<file path="src/rtl/fft16_pkg.sv">
// Shared types and helpers for the 16-point FFT frame controller.
package fft16_pkg;

   localparam int N_PTS  = 16;
   localparam int ADDR_W = 4;

   typedef enum logic [1:0] {
      ST_IDLE,
      ST_LOAD,
      ST_WAIT
   } state_t;

   function automatic logic [ADDR_W-1:0] bitrev4(input logic [ADDR_W-1:0] a);
      return {a[0], a[1], a[2], a[3]};
   endfunction

endpackage

</file>
<file path="src/rtl/fft16_frame_ctrl_if.sv">
// Sample-in / bin-out stream bundle of the FFT frame controller.
interface fft16_frame_ctrl_if #(
   parameter int WIDTH = 16
);

   logic                         s_valid;
   logic                         s_ready;
   logic [WIDTH-1:0]             s_data;
   logic                         m_valid;
   logic                         m_ready;
   logic [WIDTH-1:0]             m_re;
   logic [WIDTH-1:0]             m_im;
   logic [fft16_pkg::ADDR_W-1:0] m_idx;
   logic                         m_last;

   // slave is the controller's view, master the surrounding system's view
   modport slave (
      input  s_valid, s_data, m_ready,
      output s_ready, m_valid, m_re, m_im, m_idx, m_last
   );

   modport master (
      output s_valid, s_data, m_ready,
      input  s_ready, m_valid, m_re, m_im, m_idx, m_last
   );

endinterface

</file>
<file path="src/rtl/fft16_out_bank.sv">
// Capture bank for the 16 complex bins, read mux and registered output stream.
module fft16_out_bank
   import fft16_pkg::*;
#(
   parameter int WIDTH      = 16,
   parameter int OUT_BITREV = 0
) (
   input  logic                   clk,
   input  logic                   rst,
   input  logic                   snap,
   input  logic [N_PTS*WIDTH-1:0] core_yr_flat,
   input  logic [N_PTS*WIDTH-1:0] core_yi_flat,
   input  logic                   m_ready,
   output logic                   m_valid,
   output logic [WIDTH-1:0]       m_re,
   output logic [WIDTH-1:0]       m_im,
   output logic [ADDR_W-1:0]      m_idx,
   output logic                   m_last,
   output logic                   last_hs,
   output logic [15:0]            frames_done
);

   logic [WIDTH-1:0]  bank_re_q [N_PTS];
   logic [WIDTH-1:0]  bank_re_d [N_PTS];
   logic [WIDTH-1:0]  bank_im_q [N_PTS];
   logic [WIDTH-1:0]  bank_im_d [N_PTS];
   logic              valid_q, valid_d;
   logic [WIDTH-1:0]  re_q, re_d;
   logic [WIDTH-1:0]  im_q, im_d;
   logic [ADDR_W-1:0] rd_cnt_q, rd_cnt_d;
   logic              last_q, last_d;
   logic [15:0]       frames_done_q, frames_done_d;
   logic              hs;
   logic [ADDR_W-1:0] rd_nxt;

   function automatic logic [ADDR_W-1:0] slot(input logic [ADDR_W-1:0] k);
      return (OUT_BITREV != 0) ? bitrev4(k) : k;
   endfunction

   assign hs      = valid_q & m_ready;
   assign last_hs = hs & (rd_cnt_q == ADDR_W'(N_PTS - 1));
   assign rd_nxt  = rd_cnt_q + ADDR_W'(1);

   always_comb begin
      bank_re_d     = bank_re_q;
      bank_im_d     = bank_im_q;
      valid_d       = valid_q;
      re_d          = re_q;
      im_d          = im_q;
      rd_cnt_d      = rd_cnt_q;
      last_d        = last_q;
      frames_done_d = frames_done_q;

      if (last_hs) begin
         frames_done_d = frames_done_q + 16'd1;
      end

      if (snap) begin
         for (int k = 0; k < N_PTS; k++) begin
            bank_re_d[k] = core_yr_flat[k*WIDTH +: WIDTH];
            bank_im_d[k] = core_yi_flat[k*WIDTH +: WIDTH];
         end
         // bin 0 sits in slot 0 in both natural and bit-reversed order
         valid_d  = 1'b1;
         re_d     = core_yr_flat[WIDTH-1:0];
         im_d     = core_yi_flat[WIDTH-1:0];
         rd_cnt_d = '0;
         last_d   = 1'b0;
      end else if (hs) begin
         rd_cnt_d = rd_nxt;
         re_d     = bank_re_q[slot(rd_nxt)];
         im_d     = bank_im_q[slot(rd_nxt)];
         last_d   = (rd_nxt == ADDR_W'(N_PTS - 1));
         if (last_hs) begin
            valid_d = 1'b0;
            last_d  = 1'b0;
         end
      end
   end

   always_ff @(posedge clk or negedge rst) begin
      if (!rst) begin
         bank_re_q     <= '{default: '0};
         bank_im_q     <= '{default: '0};
         valid_q       <= 1'b0;
         re_q          <= '0;
         im_q          <= '0;
         rd_cnt_q      <= '0;
         last_q        <= 1'b0;
         frames_done_q <= '0;
      end else begin
         bank_re_q     <= bank_re_d;
         bank_im_q     <= bank_im_d;
         valid_q       <= valid_d;
         re_q          <= re_d;
         im_q          <= im_d;
         rd_cnt_q      <= rd_cnt_d;
         last_q        <= last_d;
         frames_done_q <= frames_done_d;
      end
   end

   assign m_valid     = valid_q;
   assign m_re        = re_q;
   assign m_im        = im_q;
   assign m_idx       = rd_cnt_q;
   assign m_last      = last_q;
   assign frames_done = frames_done_q;

endmodule

</file>
<file path="src/rtl/fft16_frame_ctrl.sv">
// Frame sequencer for the 16-point FFT: loads 16-sample frames into the input buffer,
// waits out the core latency and hands a bin snapshot to the output bank.
//
// state   | meaning
// ST_IDLE | first cycle after reset release
// ST_LOAD | accepting samples, writing the input buffer
// ST_WAIT | frame complete; core latency countdown, then wait for a free output bank
module fft16_frame_ctrl
   import fft16_pkg::*;
#(
   parameter int WIDTH      = 16,
   parameter int CORE_LAT   = 2,
   parameter int OUT_BITREV = 0
) (
   input  logic                   clk,
   input  logic                   rst,
   input  logic                   flush,
   fft16_frame_ctrl_if.slave      bus,
   output logic                   buf_load,
   output logic [ADDR_W-1:0]      buf_addr,
   output logic [WIDTH-1:0]       buf_xr,
   input  logic [N_PTS*WIDTH-1:0] core_yr_flat,
   input  logic [N_PTS*WIDTH-1:0] core_yi_flat,
   output logic                   busy,
   output logic [15:0]            frames_done
);

   localparam int               LAT_W    = $clog2(CORE_LAT + 1);
   localparam logic [LAT_W-1:0] LAT_LOAD = LAT_W'(CORE_LAT);

   state_t            state_q, state_d;
   logic [ADDR_W-1:0] wr_cnt_q, wr_cnt_d;
   logic [LAT_W-1:0]  lat_cnt_q, lat_cnt_d;
   logic              buf_load_q, buf_load_d;
   logic [ADDR_W-1:0] buf_addr_q, buf_addr_d;
   logic [WIDTH-1:0]  buf_xr_q, buf_xr_d;
   logic              busy_q, busy_d;
   logic              s_hs;
   logic              snap;
   logic              drain_active;
   logic              last_hs;

   assign bus.s_ready = (state_q == ST_LOAD);
   assign s_hs        = bus.s_valid & bus.s_ready;

   always_comb begin
      state_d    = state_q;
      wr_cnt_d   = wr_cnt_q;
      lat_cnt_d  = lat_cnt_q;
      buf_load_d = 1'b0;
      buf_addr_d = buf_addr_q;
      buf_xr_d   = buf_xr_q;
      snap       = 1'b0;

      case (state_q)
         ST_IDLE: state_d = ST_LOAD;
         ST_LOAD: begin
            if (s_hs) begin
               buf_load_d = 1'b1;
               buf_addr_d = wr_cnt_q;
               buf_xr_d   = bus.s_data;
               wr_cnt_d   = wr_cnt_q + ADDR_W'(1);
               if (wr_cnt_q == ADDR_W'(N_PTS - 1)) begin
                  state_d   = ST_WAIT;
                  lat_cnt_d = LAT_LOAD;
               end
            end
         end
         ST_WAIT: begin
            // a drain finishing this very cycle frees the bank without a bubble
            if (lat_cnt_q != '0) begin
               lat_cnt_d = lat_cnt_q - LAT_W'(1);
            end else if (!drain_active || last_hs) begin
               snap    = 1'b1;
               state_d = ST_LOAD;
            end
         end
         default: state_d = ST_IDLE;
      endcase

      if (flush) begin
         state_d    = ST_LOAD;
         wr_cnt_d   = '0;
         lat_cnt_d  = '0;
         buf_load_d = 1'b0;
         buf_addr_d = buf_addr_q;
         buf_xr_d   = buf_xr_q;
         snap       = 1'b0;
      end

      busy_d = (state_d != ST_IDLE) | snap | (drain_active & ~last_hs);
   end

   always_ff @(posedge clk or negedge rst) begin
      if (!rst) begin
         state_q    <= ST_IDLE;
         wr_cnt_q   <= '0;
         lat_cnt_q  <= '0;
         buf_load_q <= 1'b0;
         buf_addr_q <= '0;
         buf_xr_q   <= '0;
         busy_q     <= 1'b0;
      end else begin
         state_q    <= state_d;
         wr_cnt_q   <= wr_cnt_d;
         lat_cnt_q  <= lat_cnt_d;
         buf_load_q <= buf_load_d;
         buf_addr_q <= buf_addr_d;
         buf_xr_q   <= buf_xr_d;
         busy_q     <= busy_d;
      end
   end

   assign buf_load = buf_load_q;
   assign buf_addr = buf_addr_q;
   assign buf_xr   = buf_xr_q;
   assign busy     = busy_q;

   fft16_out_bank #(
      .WIDTH      (WIDTH),
      .OUT_BITREV (OUT_BITREV)
   ) u_out_bank (
      .clk          (clk),
      .rst          (rst),
      .snap         (snap),
      .core_yr_flat (core_yr_flat),
      .core_yi_flat (core_yi_flat),
      .m_ready      (bus.m_ready),
      .m_valid      (drain_active),
      .m_re         (bus.m_re),
      .m_im         (bus.m_im),
      .m_idx        (bus.m_idx),
      .m_last       (bus.m_last),
      .last_hs      (last_hs),
      .frames_done  (frames_done)
   );

   assign bus.m_valid = drain_active;

endmodule

</file>
<file path="src/flat_wrapper.sv">
// flat-port wrapper written by rule: the top's interface ports become plain ports
module fft16_frame_ctrl_flat import fft16_pkg::*;
#(
   parameter int WIDTH      = 16,
   parameter int CORE_LAT   = 2,
   parameter int OUT_BITREV = 0
)
  (clk, rst, flush, buf_load, buf_addr, buf_xr, core_yr_flat, core_yi_flat, busy, frames_done, bus_s_valid, bus_s_data, bus_m_ready, bus_s_ready, bus_m_valid, bus_m_re, bus_m_im, bus_m_idx, bus_m_last);
  fft16_frame_ctrl_if #(.WIDTH(WIDTH)) bus_i ();
  input  logic clk;
  input  logic rst;
  input  logic flush;
  output logic buf_load;
  output logic [ADDR_W-1:0] buf_addr;
  output logic [WIDTH-1:0] buf_xr;
  input  logic [N_PTS*WIDTH-1:0] core_yr_flat;
  input  logic [N_PTS*WIDTH-1:0] core_yi_flat;
  output logic busy;
  output logic [15:0] frames_done;
  input wire logic [$bits(bus_i.s_valid)-1:0] bus_s_valid;
  input wire logic [$bits(bus_i.s_data)-1:0] bus_s_data;
  input wire logic [$bits(bus_i.m_ready)-1:0] bus_m_ready;
  output wire logic [$bits(bus_i.s_ready)-1:0] bus_s_ready;
  output wire logic [$bits(bus_i.m_valid)-1:0] bus_m_valid;
  output wire logic [$bits(bus_i.m_re)-1:0] bus_m_re;
  output wire logic [$bits(bus_i.m_im)-1:0] bus_m_im;
  output wire logic [$bits(bus_i.m_idx)-1:0] bus_m_idx;
  output wire logic [$bits(bus_i.m_last)-1:0] bus_m_last;
  assign bus_i.s_valid = bus_s_valid;
  assign bus_i.s_data = bus_s_data;
  assign bus_i.m_ready = bus_m_ready;
  assign bus_s_ready = bus_i.s_ready;
  assign bus_m_valid = bus_i.m_valid;
  assign bus_m_re = bus_i.m_re;
  assign bus_m_im = bus_i.m_im;
  assign bus_m_idx = bus_i.m_idx;
  assign bus_m_last = bus_i.m_last;
  fft16_frame_ctrl #(.WIDTH(WIDTH), .CORE_LAT(CORE_LAT), .OUT_BITREV(OUT_BITREV)) u_core (.clk(clk), .rst(rst), .flush(flush), .bus(bus_i), .buf_load(buf_load), .buf_addr(buf_addr), .buf_xr(buf_xr), .core_yr_flat(core_yr_flat), .core_yi_flat(core_yi_flat), .busy(busy), .frames_done(frames_done));
endmodule
</file>
<file path="config.mk">
export PLATFORM = sky130hd
export DESIGN_NAME = fft16_frame_ctrl_flat
export DESIGN_NICKNAME = d
export VERILOG_FILES = /design/src/rtl/fft16_pkg.sv /design/src/rtl/fft16_frame_ctrl_if.sv /design/src/rtl/fft16_out_bank.sv /design/src/rtl/fft16_frame_ctrl.sv /design/src/flat_wrapper.sv
export SDC_FILE = /design/constraint.sdc
export NUM_CORES = 1
export LEC_CHECK = 0
export CAP_MARGIN = 20
export CORE_AREA = 2 2 236 238
export CTS_CLUSTER_SIZE = 14
export DETAILED_ROUTE_END_ITERATION = 10
export DIE_AREA = 0 0 238 240
export PLACE_DENSITY = 0.76
export SLEW_MARGIN = 20
export SYNTH_ARGS = -nofsm -noshare
export SYNTH_HDL_FRONTEND = slang
export SYNTH_SLANG_ARGS = --single-unit
</file>
<file path="constraint.sdc">
create_clock -name clk -period 4.6 [get_ports clk]
set_clock_uncertainty 0.2 [all_clocks]
set_input_delay 0.92 -clock clk [delete_from_list [all_inputs] [get_ports clk]]
set_output_delay 0.92 -clock clk [all_outputs]
set_load 0.02 [all_outputs]
</file>
==> impl_metrics.csv <==
group,metric,value,unit
setup_path,crit_chain,"buf_4, clkdlybuf4s50_1",
cts,post_cts_resized,0,
run_status,status,"completed",
pwr,power_density,315.3,nW/µm²
yosys,synth.yosys.seq_area_share,56.32,%
yosys,avgSynthCellArea,9.360,µm²
cts,max-clock-path-buffers,3,
global_routing,grt_overflow,0,
setup_path,arrival,2230,ps
floorplan,dieArea,57120,µm²
final_layout,nets,3900,
cts,postCtsSetupBuffers,0,
placed_design,place_ws,964.6,ps
timing,fmax,298.8,MHz
timing,hold_viol,0,
placed_design,hpwl,62200,µm
worst_hold_path,hp-class,"input pin to asynchronous set/reset pin",
floorplan,initial_core_util,48.44,%
timing,period_share,72.75,%
global_routing,grt_max_degree,152,
detailed_routing,firstDrtPassIters,5,
detailed_routing,vias,22530,
setup_path,crit_slowest_cell,"clkdlybuf4s50_1",
setup_path,end_kind,"output pin",
timing,rsz0062_at_grt,"false",
setup_path,critPathBufInv,2,
global_routing,grt_pass1_wl,132200,µm
detailed_routing,drtIter0Drc,2184,
pwr,irDropWorstVdd,300.2,µV
final_layout,drive_above_1_share,8.619,%
cts,cts.clk_slew.worst_paths,60,ps
setup_path,cpPeakStageDelay,710,ps
floorplan,core,54660,µm²
timing,fin_hold_ws,149.5,ps
cts,root_buffer,"clkbuf_16",
detailed_routing,remaining_drc_errors,0,
timing,max-slew-margin-rel,21.01,%
floorplan,fp.dieW,238,µm
timing,setup_viol,0,
cts,cts_made_buffers,60,
detailed_routing,via_per_inst,5.456,
final_layout,area_growth,33.79,%
timing,worstMarginPinSlew,1182,ps
yosys,synthesis.area,26480,µm²
yosys,synthesis.nets,3367,
setup_path,cp-start-kind,"flip-flop",
setup_path,path_class,"flip-flop to output pin",
global_routing,grt_pass1_vias,23000,
placed_design,io_buffer_count,609,
cts,cts_tree,"built",
yosys,ys_types,32,
cts,ctsHoldBuffers,0,
cts,clock_latency,620,ps
cts,cts_num_sinks,596,
yosys,syn_inst,2829,
pwr,p_total,0.01117,W
global_routing,grt_antenna_before_repair,24,
timing,setup_ws,1254,ps
flow_run,cap_violations,0,
placed_design,gp_congestion,0.9228,
yosys,yosys_warnings,0,
detailed_routing,routed_wl,86740,µm
timing,fin_crit,3346,ps
floorplan,pin_count,610,
floorplan,die_h,240,µm
detailed_routing,wl_per_cell,21.01,µm
timing,setup_tns,0,ps
pwr,total_leakage_power,17.64,nW
setup_path,critical_path.top_delay_family,"buffers and inverters",
timing,maxSlewViolCount,0,
floorplan,num_rows,86,
detailed_routing,drtAntennaViolNets,0,
cts,cts_max_level,2,
yosys,ys_ff_latch,596,
global_routing,track_usage,30.35,%
setup_path,cp_data_required_time,3480,ps
setup_path,path_max_fanout,25,
## final timing paths
path                                                                    from                                      endpoint  slack [ps]  cells past startpoint
worst max-delay path                  u_core.u_out_bank.m_idx[0]$_DFFE_PN0P_                                  bus_m_idx[0]        1250                      2
worst min-delay path                                                     rst  u_core.u_out_bank.bank_im_q[147]$_DFFE_PN0P_         150                      1
worst max register to register        u_core.u_out_bank.m_idx[0]$_DFFE_PN0P_         u_core.u_out_bank.m_im[3]$_DFFE_PN0P_        1370                      8
worst min register to register  u_core.u_out_bank.bank_im_q[229]$_DFFE_PN0P_  u_core.u_out_bank.bank_im_q[229]$_DFFE_PN0P_         270                      2
max in group asynchronous                                                rst  u_core.u_out_bank.bank_re_q[136]$_DFFE_PN0P_        3040                      2
min in group clk                u_core.u_out_bank.bank_im_q[229]$_DFFE_PN0P_  u_core.u_out_bank.bank_im_q[229]$_DFFE_PN0P_         270                      2
## sequential cells by signal, indices dropped and copies added, names as in the netlist
name	cells
u_core.u_out_bank.bank_im_q	256
u_core.u_out_bank.bank_re_q	256
u_core.buf_xr	16
u_core.u_out_bank.frames_done	16
u_core.u_out_bank.m_im	16
u_core.u_out_bank.m_re	16
u_core.buf_addr	4
u_core.u_out_bank.m_idx	4
u_core.wr_cnt_q	4
u_core.lat_cnt_q	2
u_core.state_q	2
u_core.buf_load	1
u_core.busy	1
u_core.u_out_bank.m_last	1
u_core.u_out_bank.m_valid	1
## layer usage
| metal | global-route usage (%) | up-vias | routed length (µm) |
|---|---|---|---|
| met4 | 14.11 | 22 | 4004 |
| met5 | 0 | - | 138 |
| met3 | 6.188 | 216 | 6856 |
| li1 | - | 10140 | - |
| met2 | 48.28 | 1009 | 41050 |
| met1 | 40.45 | 11140 | 34690 |
## logic make-up after synthesis
group,after synthesis,share of synthesized area (%)
adders and majority gates,5,0.2363
DFF,596,56.32
muxes,149,11.78
xor gates and xnor gates,25,0.8269
AOI/OAI and AO/OA,109,2.859
buffers and inverters,186,2.793
and+or+nand+nor,1759,25.18
## report_power, final
group	total (W)	switching, W	internal (W)
Combinational	0.000836	0.000320	0.000515
Sequential	0.00531	0.0000269	0.00528
Clock	0.00502	0.00207	0.00295
Total	0.0112	0.00242	0.00875
## through the flow
step	std cells	area [µm²]	util (%)
after global routing	4128	35420	64.80
after floorplan	2829	26480	-
after global placement	4004	33360	61.04
final	4129	35430	64.81
after detailed placement	4004	33360	61.04
after CTS	4115	35390	64.74
## layout by cell type, fill, tap and decap left out, types with 2 or more instances in the layout
cell type        count
buf_12              19
clkbuf_16           61
nand2_1           1678
clkbuf_8            15
inv_6                2
xor2_1               8
clkinvlp_4           2
nand4_1              4
a22o_1              32
nor2_1              55
a31oi_1             65
diode_2             14
buf_4               19
clkbuf_1            16
o21ai_0              4
and3_1               2
xnor2_1             15
inv_1               10
ha_1                 4
clkdlybuf4s50_1    608
mux2_2              21
clkinv_2            10
dfrtp_1            595
nor2_4               2
a21oi_1              4
nand3_1              9
mux4_2             128
bufinv_16            5
## synthesized netlist by cell type
| cell | number | share of area (%) |
|---|---|---|
| nand2_1 | 1678 | 24 |
| dfrtp_1 | 596 | 56 |
| clkbuf_1 | 136 | 1.9 |
| mux4_2 | 128 | 11 |
| a31oi_1 | 65 | 1.5 |
| nor2_1 | 57 | 0.81 |
| buf_2 | 33 | 0.62 |
| a22o_1 | 32 | 1.1 |
| mux2_2 | 21 | 0.89 |
| xnor2_1 | 16 | 0.53 |
| inv_1 | 10 | 0.14 |
| nand3_1 | 9 | 0.17 |
| xor2_1 | 9 | 0.30 |
| buf_1 | 7 | 0.099 |
| ha_1 | 5 | 0.24 |
| a21oi_1 | 4 | 0.076 |
| nand4_1 | 4 | 0.094 |
| o21ai_0 | 4 | 0.076 |
| and3_1 | 2 | 0.047 |
| a221oi_1 | 1 | 0.033 |
| a32oi_1 | 1 | 0.033 |
| and4_1 | 1 | 0.033 |
| nand3b_1 | 1 | 0.028 |
| nor2b_1 | 1 | 0.024 |
| nor3_1 | 1 | 0.019 |
| nor4_1 | 1 | 0.024 |
| nor4b_2 | 1 | 0.057 |
| o211ai_1 | 1 | 0.028 |
| o21ai_1 | 1 | 0.019 |
| or2_2 | 1 | 0.024 |
| or4_1 | 1 | 0.028 |
| or4b_1 | 1 | 0.038 |
## worst register-to-register path, stage by stage (launching register included)
cell	delay [ps]
dfrtp_4	450
buf_12	450
inv_1	220
ha_4	350
buf_12	350
mux4_2	680
nand2_1	120
a31oi_1	90
a22o_1	220
## area by class of cell
| class | count | area (µm²) |
|---|---|---|
| antenna | 14 | 35.03 |
| multi-input combinational | 2047 | 10900 |
| clock buffer | 92 | 1793 |
| tap | 704 | 880.8 |
| inverter | 10 | 37.54 |
| clock inverter | 19 | 232.7 |
| sequential | 596 | 14920 |
| timing repair buffer | 647 | 6624 |
| fill | 4348 | 19240 |
Note: power is estimated with default switching activity, not from simulation.
